[src/rtl/wrap_mon_pkg.sv]
// Shared types and helpers for the counter wrap monitor: event kinds, the
// event record layout and FIFO pointer sizing.
package wrap_mon_pkg;

   typedef enum logic [1:0] {
      EVT_NONE    = 2'd0,
      EVT_WRAP_UP = 2'd1,
      EVT_WRAP_DN = 2'd2,
      EVT_PRESET  = 2'd3
   } evt_kind_t;

   localparam int unsigned DEF_STAMP_W = 8;

   // Record layout at the default stamp width; the top re-declares it at its STAMP_W.
   typedef struct packed {
      evt_kind_t              kind;
      logic [DEF_STAMP_W-1:0] stamp;
   } evt_rec_t;

   function automatic int unsigned fifo_ptr_w(input int unsigned depth);
      return (depth > 1) ? $clog2(depth) : 1;
   endfunction

endpackage

[src/rtl/wrap_mon_fifo.sv]
// Synchronous event FIFO with a registered head output; head holds its last
// value while empty.
module wrap_mon_fifo
   import wrap_mon_pkg::*;
#(
   parameter int unsigned DEPTH  = 4,
   parameter int unsigned DATA_W = 10
) (
   input  logic              clock,
   input  logic              reset,
   input  logic              push,
   input  logic              pop,
   input  logic [DATA_W-1:0] din,
   output logic [DATA_W-1:0] dout,
   output logic              full,
   output logic              empty
);

   localparam int unsigned PTR_W = fifo_ptr_w(DEPTH);
   localparam int unsigned CNT_W = $clog2(DEPTH + 1);
   localparam logic [CNT_W-1:0] FULL_CNT = CNT_W'(DEPTH);
   localparam logic [PTR_W-1:0] LAST_PTR = PTR_W'(DEPTH - 1);

   logic [DATA_W-1:0] mem [DEPTH];
   logic [PTR_W-1:0]  wr_ptr, rd_ptr, wr_nxt, rd_nxt;
   logic [CNT_W-1:0]  count;
   logic [DATA_W-1:0] dout_q;
   logic              do_push, do_pop;

   assign empty   = (count == '0);
   assign full    = (count == FULL_CNT);
   assign do_pop  = pop && !empty;
   assign do_push = push && (!full || do_pop);
   assign wr_nxt  = (wr_ptr == LAST_PTR) ? '0 : wr_ptr + PTR_W'(1);
   assign rd_nxt  = (rd_ptr == LAST_PTR) ? '0 : rd_ptr + PTR_W'(1);
   assign dout    = dout_q;

   always_ff @(posedge clock) begin
      if (do_push) mem[wr_ptr] <= din;
   end

   // Head register loads the pushed record when it becomes the new head,
   // otherwise the entry behind the one being popped.
   always_ff @(posedge clock) begin
      if (reset) begin
         wr_ptr <= '0;
         rd_ptr <= '0;
         count  <= '0;
         dout_q <= '0;
      end else begin
         if (do_push) wr_ptr <= wr_nxt;
         if (do_pop)  rd_ptr <= rd_nxt;
         case ({do_push, do_pop})
            2'b10:   count <= count + CNT_W'(1);
            2'b01:   count <= count - CNT_W'(1);
            default: count <= count;
         endcase
         if (do_push && (empty || (count == CNT_W'(1) && do_pop)))
            dout_q <= din;
         else if (do_pop && count >= CNT_W'(2))
            dout_q <= mem[rd_nxt];
      end
   end

endmodule

[src/rtl/count_wrap_monitor.sv]
// Watches a WIDTH-bit up/down preset counter, queues timestamped wrap events
// and keeps a saturating wrap tally. Define COUNT_WRAP_MONITOR_PRESET_EVT_EN
// to also queue preset loads as EVT_PRESET records.
module count_wrap_monitor
   import wrap_mon_pkg::*;
#(
   parameter int unsigned WIDTH   = 2,
   parameter int unsigned DEPTH   = 4,
   parameter int unsigned STAMP_W = 8,
   parameter int unsigned WCNT_W  = 8
) (
   input  logic               clock,
   input  logic               reset,
   input  logic [WIDTH-1:0]   counter,
   input  logic               updown,
   input  logic               preset,
   output logic               evt_valid,
   input  logic               evt_ready,
   output logic [1:0]         evt_kind,
   output logic [STAMP_W-1:0] evt_stamp,
   output logic [WCNT_W-1:0]  wrap_count,
   output logic               overflow
);

   typedef struct packed {
      evt_kind_t          kind;
      logic [STAMP_W-1:0] stamp;
   } rec_t;

   localparam logic [WIDTH-1:0] CNT_MAX = '1;

   logic [WIDTH-1:0]   prev_cnt;
   logic               dir_d, pre_d, prev_ok;
   logic [STAMP_W-1:0] stamp;
   logic [WCNT_W-1:0]  wrap_q;
   logic               ovf_q;
   evt_kind_t          det_kind;
   logic               is_wrap, push_req, pop, full, empty;
   rec_t               rec_in, rec_out;

   always_comb begin
      det_kind = EVT_NONE;
      if (prev_ok) begin
         if (pre_d)
            det_kind = EVT_PRESET;
         else if (dir_d && prev_cnt == CNT_MAX && counter == '0)
            det_kind = EVT_WRAP_UP;
         else if (!dir_d && prev_cnt == '0 && counter == CNT_MAX)
            det_kind = EVT_WRAP_DN;
      end
   end

   assign is_wrap = (det_kind == EVT_WRAP_UP) || (det_kind == EVT_WRAP_DN);
`ifdef COUNT_WRAP_MONITOR_PRESET_EVT_EN
   assign push_req = (det_kind != EVT_NONE);
`else
   assign push_req = is_wrap;
`endif

   assign evt_valid    = !empty;
   assign pop          = evt_valid && evt_ready;
   assign rec_in.kind  = det_kind;
   assign rec_in.stamp = stamp;
   assign evt_kind     = rec_out.kind;
   assign evt_stamp    = rec_out.stamp;
   assign wrap_count   = wrap_q;
   assign overflow     = ovf_q;

   always_ff @(posedge clock) begin
      if (reset) begin
         prev_cnt <= '0;
         dir_d    <= 1'b0;
         pre_d    <= 1'b0;
         prev_ok  <= 1'b0;
         stamp    <= '0;
         wrap_q   <= '0;
         ovf_q    <= 1'b0;
      end else begin
         prev_cnt <= counter;
         dir_d    <= updown;
         pre_d    <= preset;
         prev_ok  <= 1'b1;
         stamp    <= stamp + STAMP_W'(1);
         if (is_wrap && wrap_q != '1) wrap_q <= wrap_q + WCNT_W'(1);
         if (push_req && full && !pop) ovf_q <= 1'b1;
      end
   end

   wrap_mon_fifo #(
      .DEPTH  (DEPTH),
      .DATA_W ($bits(rec_t))
   ) u_fifo (
      .clock (clock),
      .reset (reset),
      .push  (push_req),
      .pop   (pop),
      .din   (rec_in),
      .dout  (rec_out),
      .full  (full),
      .empty (empty)
   );

endmodule

[config.mk]
export PLATFORM = sky130hd
export DESIGN_NAME = count_wrap_monitor
export DESIGN_NICKNAME = d
export VERILOG_FILES = /design/src/rtl/wrap_mon_pkg.sv /design/src/rtl/wrap_mon_fifo.sv /design/src/rtl/count_wrap_monitor.sv
export SDC_FILE = /design/constraint.sdc
export NUM_CORES = 1
export LEC_CHECK = 0
export CORE_AREA = 2 2 92 94
export DETAILED_ROUTE_END_ITERATION = 6
export DIE_AREA = 0 0 94 96
export PLACE_DENSITY_LB_ADDON = 0.1
export SYNTH_ARGS = -nofsm -noshare
export SYNTH_HDL_FRONTEND = slang
export SYNTH_HIERARCHICAL = 1
export SYNTH_SLANG_ARGS = --single-unit
[constraint.sdc]
create_clock -name clock -period 5.3 [get_ports clock]
set_input_delay 0.795 -clock clock [delete_from_list [all_inputs] [get_ports clock]]
set_output_delay 0.795 -clock clock [all_outputs]
set_load 0.005 [all_outputs]
Yosys cells after proc, flatten, opt, wreduce, memory -nomap -nowiden:

Memory sizes are Yosys's and may differ from the RTL's.
Cells that the tools add are included.

* $add $sub $neg: 6
* magnitude comparators: 1
* equality and inequality tests: 11
* multiplexer cells: 12
* reduce and logical (&&, ||, !) cells: 25

Operator list (count)
* 10-bit 2-to-1 mux: 2
* 8-bit by 1-bit adder with 8-bit output, second input constant: 2
* 1-bit logical AND: 13
* 2-bit == test, second input constant: 6
* 2-bit 2-to-1 mux: 6
* 8-bit != test, second input constant: 1
* 3-bit case mux with 2 select lines: 1
* 2-bit by 1-bit adder with 2-bit output, second input constant: 2
* 2-bit by 1-bit == test with 1-bit output, second input constant: 2
* 1-bit logical NOT: 4
* 2-bit logical NOT: 2
* 2-bit nonzero test: 2
* 3-bit by 1-bit adder with 3-bit output, second input constant: 1
* 3-bit by 1-bit == test with 1-bit output, second input constant: 1
* 3-bit == test, second input constant: 1
* 3-bit by 2-bit greater-or-equal comparator with 1-bit output, second input constant: 1
* 3-bit logical NOT: 1
* 1-bit logical OR: 3
* 1-bit 2-to-1 mux: 3
* 3-bit by 1-bit subtractor with 3-bit output, second input constant: 1

* flip-flop bits (word level): 39
* memory bits (writable): 40
* input port bits: 7
* output and inout port bits: 20
* memories kept: 1

Memories
* u_fifo.mem: depth 4, width 10, rd ports 1, clocked after Yosys merged registers in 0, wr ports 1, RTL line wrap_mon_fifo.sv:24 `logic [DATA_W-1:0] mem [DEPTH];`

Longest topological paths before layout:

* depth after elaboration: 12
* gate-level depth with buffers: 11

By module:

The synthesis kept the hierarchy.

By module, submodules not included
* wrap_mon_fifo: times used 1, cells each 184, area each 2590.0 sq um, sequential area each 1541.5 sq um
* count_wrap_monitor: times used 1, cells each 104, area each 1007.2 sq um, sequential area each 440.4 sq um

Worst setup path before layout:

No wires, ideal clock.

* kind: input to register
* from: input counter[1]
* to: memory u_fifo.mem[3][0] (enable)
* setup time: 0.343 ns
* arrival time: 2.150 ns
* required time: 4.957 ns
* setup slack: 2.807 ns
* stages: 7
* cells stage by stage: and4bb_2 a22oi_2 buf_6 inv_1 buf_2 o21a_1 and2_1

* cells in the longest elaborated chain, start to end: 11

Ends and longest elaborated chain
* start: declaration: RTL line count_wrap_monitor.sv:14 `input logic [WIDTH-1:0] counter,`
* 2-bit == test: RTL line count_wrap_monitor.sv:48 `else if (!dir_d && prev_cnt == '0 && counter == CNT_MAX)`
* 1-bit logical AND: RTL line count_wrap_monitor.sv:48
* 2-bit 2-to-1 mux: RTL line count_wrap_monitor.sv:48
* 2-bit 2-to-1 mux (*): RTL line count_wrap_monitor.sv:46 `else if (dir_d && prev_cnt == CNT_MAX && counter == '0)`
* 2-bit 2-to-1 mux (*): RTL line count_wrap_monitor.sv:44 `if (pre_d)`
* 2-bit 2-to-1 mux (*): RTL line count_wrap_monitor.sv:43 `if (prev_ok) begin`
* 2-bit by 1-bit == test with 1-bit output or 2-bit == test (tied branches): RTL line count_wrap_monitor.sv:53 `assign is_wrap = (det_kind == EVT_WRAP_UP) || (det_kind == EVT_WRAP_DN);`
* 1-bit logical OR (*): RTL line count_wrap_monitor.sv:53
* named net is_wrap: RTL line count_wrap_monitor.sv:38 `logic is_wrap, push_req, pop, full, empty;`
* 1-bit logical AND (*): RTL line wrap_mon_fifo.sv:33 `assign do_push = push && (!full || do_pop);`
* 1-bit 2-to-1 mux (*): RTL line wrap_mon_fifo.sv:39 `if (do_push) mem[wr_ptr] <= din;`
* 1-bit 2-to-1 mux (not written as such) (*): RTL line wrap_mon_fifo.sv:39
* end: declaration: RTL line wrap_mon_fifo.sv:24

The timed path passes the listed nets; every way through them passes the cells marked *.

Worst setup path after layout:

* from: input counter[0]
* to: register u_fifo.dout_q[4], in the netlist u_fifo/dout[4]

* cells in the longest elaborated chain, start to end: 11

Ends and longest elaborated chain
* 2-bit == test: RTL line count_wrap_monitor.sv:48
* 1-bit logical AND: RTL line count_wrap_monitor.sv:48
* 2-bit 2-to-1 mux: RTL line count_wrap_monitor.sv:48
* 2-bit 2-to-1 mux (*): RTL line count_wrap_monitor.sv:46
* 2-bit 2-to-1 mux (*): RTL line count_wrap_monitor.sv:44
* 2-bit 2-to-1 mux (*): RTL line count_wrap_monitor.sv:43
* 2-bit by 1-bit == test with 1-bit output or 2-bit == test (tied branches): RTL line count_wrap_monitor.sv:53
* 1-bit logical OR (*): RTL line count_wrap_monitor.sv:53
* named net is_wrap: RTL line count_wrap_monitor.sv:38
* 1-bit logical AND (*): RTL line wrap_mon_fifo.sv:33
* 1-bit logical AND (*): RTL line wrap_mon_fifo.sv:58 `if (do_push && (empty || (count == CNT_W'(1) && do_pop)))`
* 10-bit 2-to-1 mux or 2-bit nonzero test (tied branches)
* end signal: assignment: RTL line wrap_mon_fifo.sv:59 `dout_q <= din;`
* end signal: assignment: RTL line wrap_mon_fifo.sv:61 `dout_q <= mem[rd_nxt];`
* end: declaration: RTL line wrap_mon_fifo.sv:27 `logic [DATA_W-1:0] dout_q;`

Marked as above.
A chain may end at the register's enable or synchronous reset.

==> key figures <==
Clock network
  – Num CTS Buffers: 9
  – Sink Count: 79
  – Post-CTS sizing: 0
  – CTS tree: done
  – Clk buf depth: 2
  – Clock transition at path regs: 0.09 ns
  – Clk root buf: clkbuf_8
  – H-tree Lvls: 3
  – Number of post-CTS setup repair buffers: 0
  – Worst skew pair latency: 0.35 ns
  – Hold_buf cts: 0

Synth
  – Synth area leaders: edfxtp_1 33%, dfxtp_1 22%, mux4_2 6.3%
  – Yosys warns: 6
  – Post-synth net total: 307
  – Mapped Cells: 288
  – Top cell type by total area after synthesis: edfxtp_1
  – Ys flop type: edfxtp_1
  – Top-area cell type share of the netlist area: 33.4%
  – Synth Register Bits: 79
  – Syn_area_per_cell: 12.5 sq um
  – Post-synth EDFFs: 40
  – Mapped Area: 3600 sq um
  – Post-synth ARST share: 0%
  – Sequential share of the synthesized area: 55.1%
  – Synth cell types: 53

Min path
  – Min-Delay Path Class: reg -> reg
  – Min-delay src: overflow

Timing
  – Worst slew margin: 26.5%
  – Max-slew violation count: 0
  – Crit path time final: 3.13 ns
  – Measured slew at the worst slew-check pin: 1.10 ns
  – Total Neg Setup Slack: 0 ns
  – Final period util: 59.2%
  – RSZ-0062 raised after global routing: no
  – Final hold violations: 0
  – FMAX: 319 MHz
  – Hold WS: 0.476 ns
  – Final setup fails: 0
  – Clk_skew: 0.0126 ns

Routing
  – Vias: 2212
  – Final wirelength: 6210 um
  – Drt pass-1 iters: 4
  – Vias per cell: 5.23
  – Avg WL per Cell: 14.7 um
  – Final ANT Viol Nets: 0
  – 1st-iter DRT viols: 123
  – Residual DRC: 0

Global route
  – Grt ovf: 0
  – Largest net degree at the start of global routing: 38
  – Vias in the first global route: 2102
  – Antenna violations before repair: 0
  – Global-route wire length before repair: 10500 um
  – All-Layer GR Usage: 15.4%

Worst setup path
  – Max FO, Critical Path: 16
  – Reg2reg end: u_fifo/dout[9]
  – CP endpoint: u_fifo/dout[4]
  – Startpoint types: input port
  – CP startpoint: counter[0]
  – CP Data Arrival Time: 3.40 ns
  – Setup CP Type: in -> reg
  – Reg2reg setup slack: 2.45 ns
  – Worst R2R Path Depth: 10
  – Req. time, crit path: 5.57 ns
  – Worst setup EP type: flip-flop
  – Reg-to-reg startpoint: u_fifo/count[1]

Floorplanning
  – Number of core rows: 33
  – Die Wd: 94 um
  – Die area: 9020 sq um
  – Die H: 96 um
  – Core ar.: 8050 sq um
  – Starting Density: 44.7%
  – Ports: 27

Power and ir drop
  – Pwr/cell area: 282 nW/um^2
  – VDD IR max: 151 uV
  – Leak pwr: 1.37 nW

Place
  – DP HPWL: 4110 um
  – # port buffers: 26
  – GPL Wtd Cong: 0.735

Outcome
  – Status: completed

Finish
  – # diodes: 0
  – FILL cells: 729
  – P&R area growth vs syn: 14.0%
  – Commonest non-fill, non-tap cell in the layout: edfxtp_1
  – Fin nets: 332
  – Most frequent cells in the layout: 40 x edfxtp_1, 39 x dfxtp_1, 29 x nand2_1
  – Footprint of the multi-input gates: 1460 sq um
  – Register area: 1980 sq um
  – Layout cells sized above 1: 18.9%

Run
  – Total of max-cap violations: 0
## cell families (layout without fill, tap and decap cells)
kind of cell | Yosys count | count (layout) | synth area share, %
muxes | 13 | 13 | 7.10
DFF | 79 | 79 | 55.1
adders and majority gates | 12 | 12 | 4.17
AOI/OAI and AO/OA | 38 | 38 | 10.5
buffers and inverters | 28 | 58 | 4.38
xor gates and xnor gates | 9 | 9 | 2.19
and+or+nand+nor | 109 | 109 | 16.5
## cells in the mapped netlist, types with 2 or more instances
| master | count |
|---|---|
| a211oi_1 | 3 |
| a21oi_1 | 5 |
| a221oi_1 | 2 |
| a311oi_2 | 10 |
| a31o_2 | 2 |
| a31oi_1 | 2 |
| and2_1 | 5 |
| and3_1 | 3 |
| and4_1 | 2 |
| buf_2 | 5 |
| buf_4 | 3 |
| buf_6 | 2 |
| clkbuf_1 | 2 |
| clkbuf_8 | 2 |
| dfxtp_1 | 39 |
| edfxtp_1 | 40 |
| ha_1 | 12 |
| inv_1 | 12 |
| mux2i_1 | 3 |
| mux4_2 | 10 |
| nand2_1 | 29 |
| nand3_1 | 12 |
| nand3b_1 | 2 |
| nor2_1 | 18 |
| nor2_2 | 11 |
| nor2b_1 | 9 |
| nor3_1 | 2 |
| nor4_1 | 3 |
| o21a_1 | 2 |
| o21ai_0 | 2 |
| o31ai_1 | 2 |
| o41ai_1 | 2 |
| or2_1 | 2 |
| or4_1 | 2 |
| xnor2_1 | 5 |
| xor2_1 | 4 |
## through the flow
step | power, mW | cells | setup slack (ns) | cell area [sq um] | util, %
finish | 1.16 | 423 | 2.17 | 4100 | 50.9
global route | 1.21 | 423 | 1.97 | 4100 | 50.9
CTS | 1.17 | 423 | 2.17 | 4100 | 50.9
detailed placement | 0.714 | 407 | 1.79 | 3900 | 48.4
global placement | 0.713 | 407 | 1.87 | 3900 | 48.4
floorplan | 0.698 | 288 | 2.81 | 3600 | -
## sequential cells by signal (all words and copies together) (netlist names)
| name | flops |
|---|---|
| u_fifo/dout | 10 |
| prev_cnt | 2 |
| u_fifo/rd_ptr | 2 |
| pre_d | 1 |
| stamp | 8 |
| u_fifo/mem | 40 |
| dir_d | 1 |
| prev_ok | 1 |
| u_fifo/wr_ptr | 2 |
| wrap_count | 8 |
| overflow | 1 |
| u_fifo/count | 3 |
## per-layer routing
| layer | GRT usage, % | vias up | part of all wire, % | wire (um) |
|---|---|---|---|---|
| met5 | 0 | - | 0 | 0 |
| met4 | 6.88 | 0 | 1.7 | 103 |
| met3 | 3.76 | 9 | 2.9 | 179 |
| met2 | 22.4 | 33 | 43 | 2700 |
| met1 | 21.8 | 1062 | 52 | 3240 |
| li1 | - | 1108 | - | - |
## worst max-delay path, stage by stage
cell	delay (ns)
clkdlybuf4s50_1	0.50
and3b_2	0.23
a22oi_2	0.55
inv_1	0.37
nand2b_1	0.27
or2_1	0.34
nand2_1	0.12
a311oi_2	0.23
## area by class of cell
| class | count | share of cell area, % |
|---|---|---|
| Sequential cell | 79 | 48.3 |
| Multi-Input combinational cell | 181 | 35.5 |
| Clock buffer | 9 | 3.02 |
| Inverter | 14 | 1.28 |
| Tap cell | 105 | 3.20 |
| Clock inverter | 7 | 1.92 |
| Timing Repair Buffer | 28 | 6.71 |
## report_power, final
part	switching, mW	total, mW	internal (mW)	leakage, nW
combinational	0.0217	0.0432	0.0215	0.582
clock	0.233	0.456	0.223	0.105
sequential	0.00866	0.656	0.647	0.688
total	0.263	1.16	0.892	1.37
## worst min-delay path by stage
stage                            end  slack (ns)  depth (start not counted)
floorplan           u_fifo/rd_ptr[1]        0.44                          2
global placement            overflow        0.45                          1
detailed placement          overflow        0.46                          1
CTS                 u_fifo/rd_ptr[1]        0.48                          2
global route                overflow        0.50                          1
finish                      overflow        0.48                          1
(Power assumes the default switching activity.)
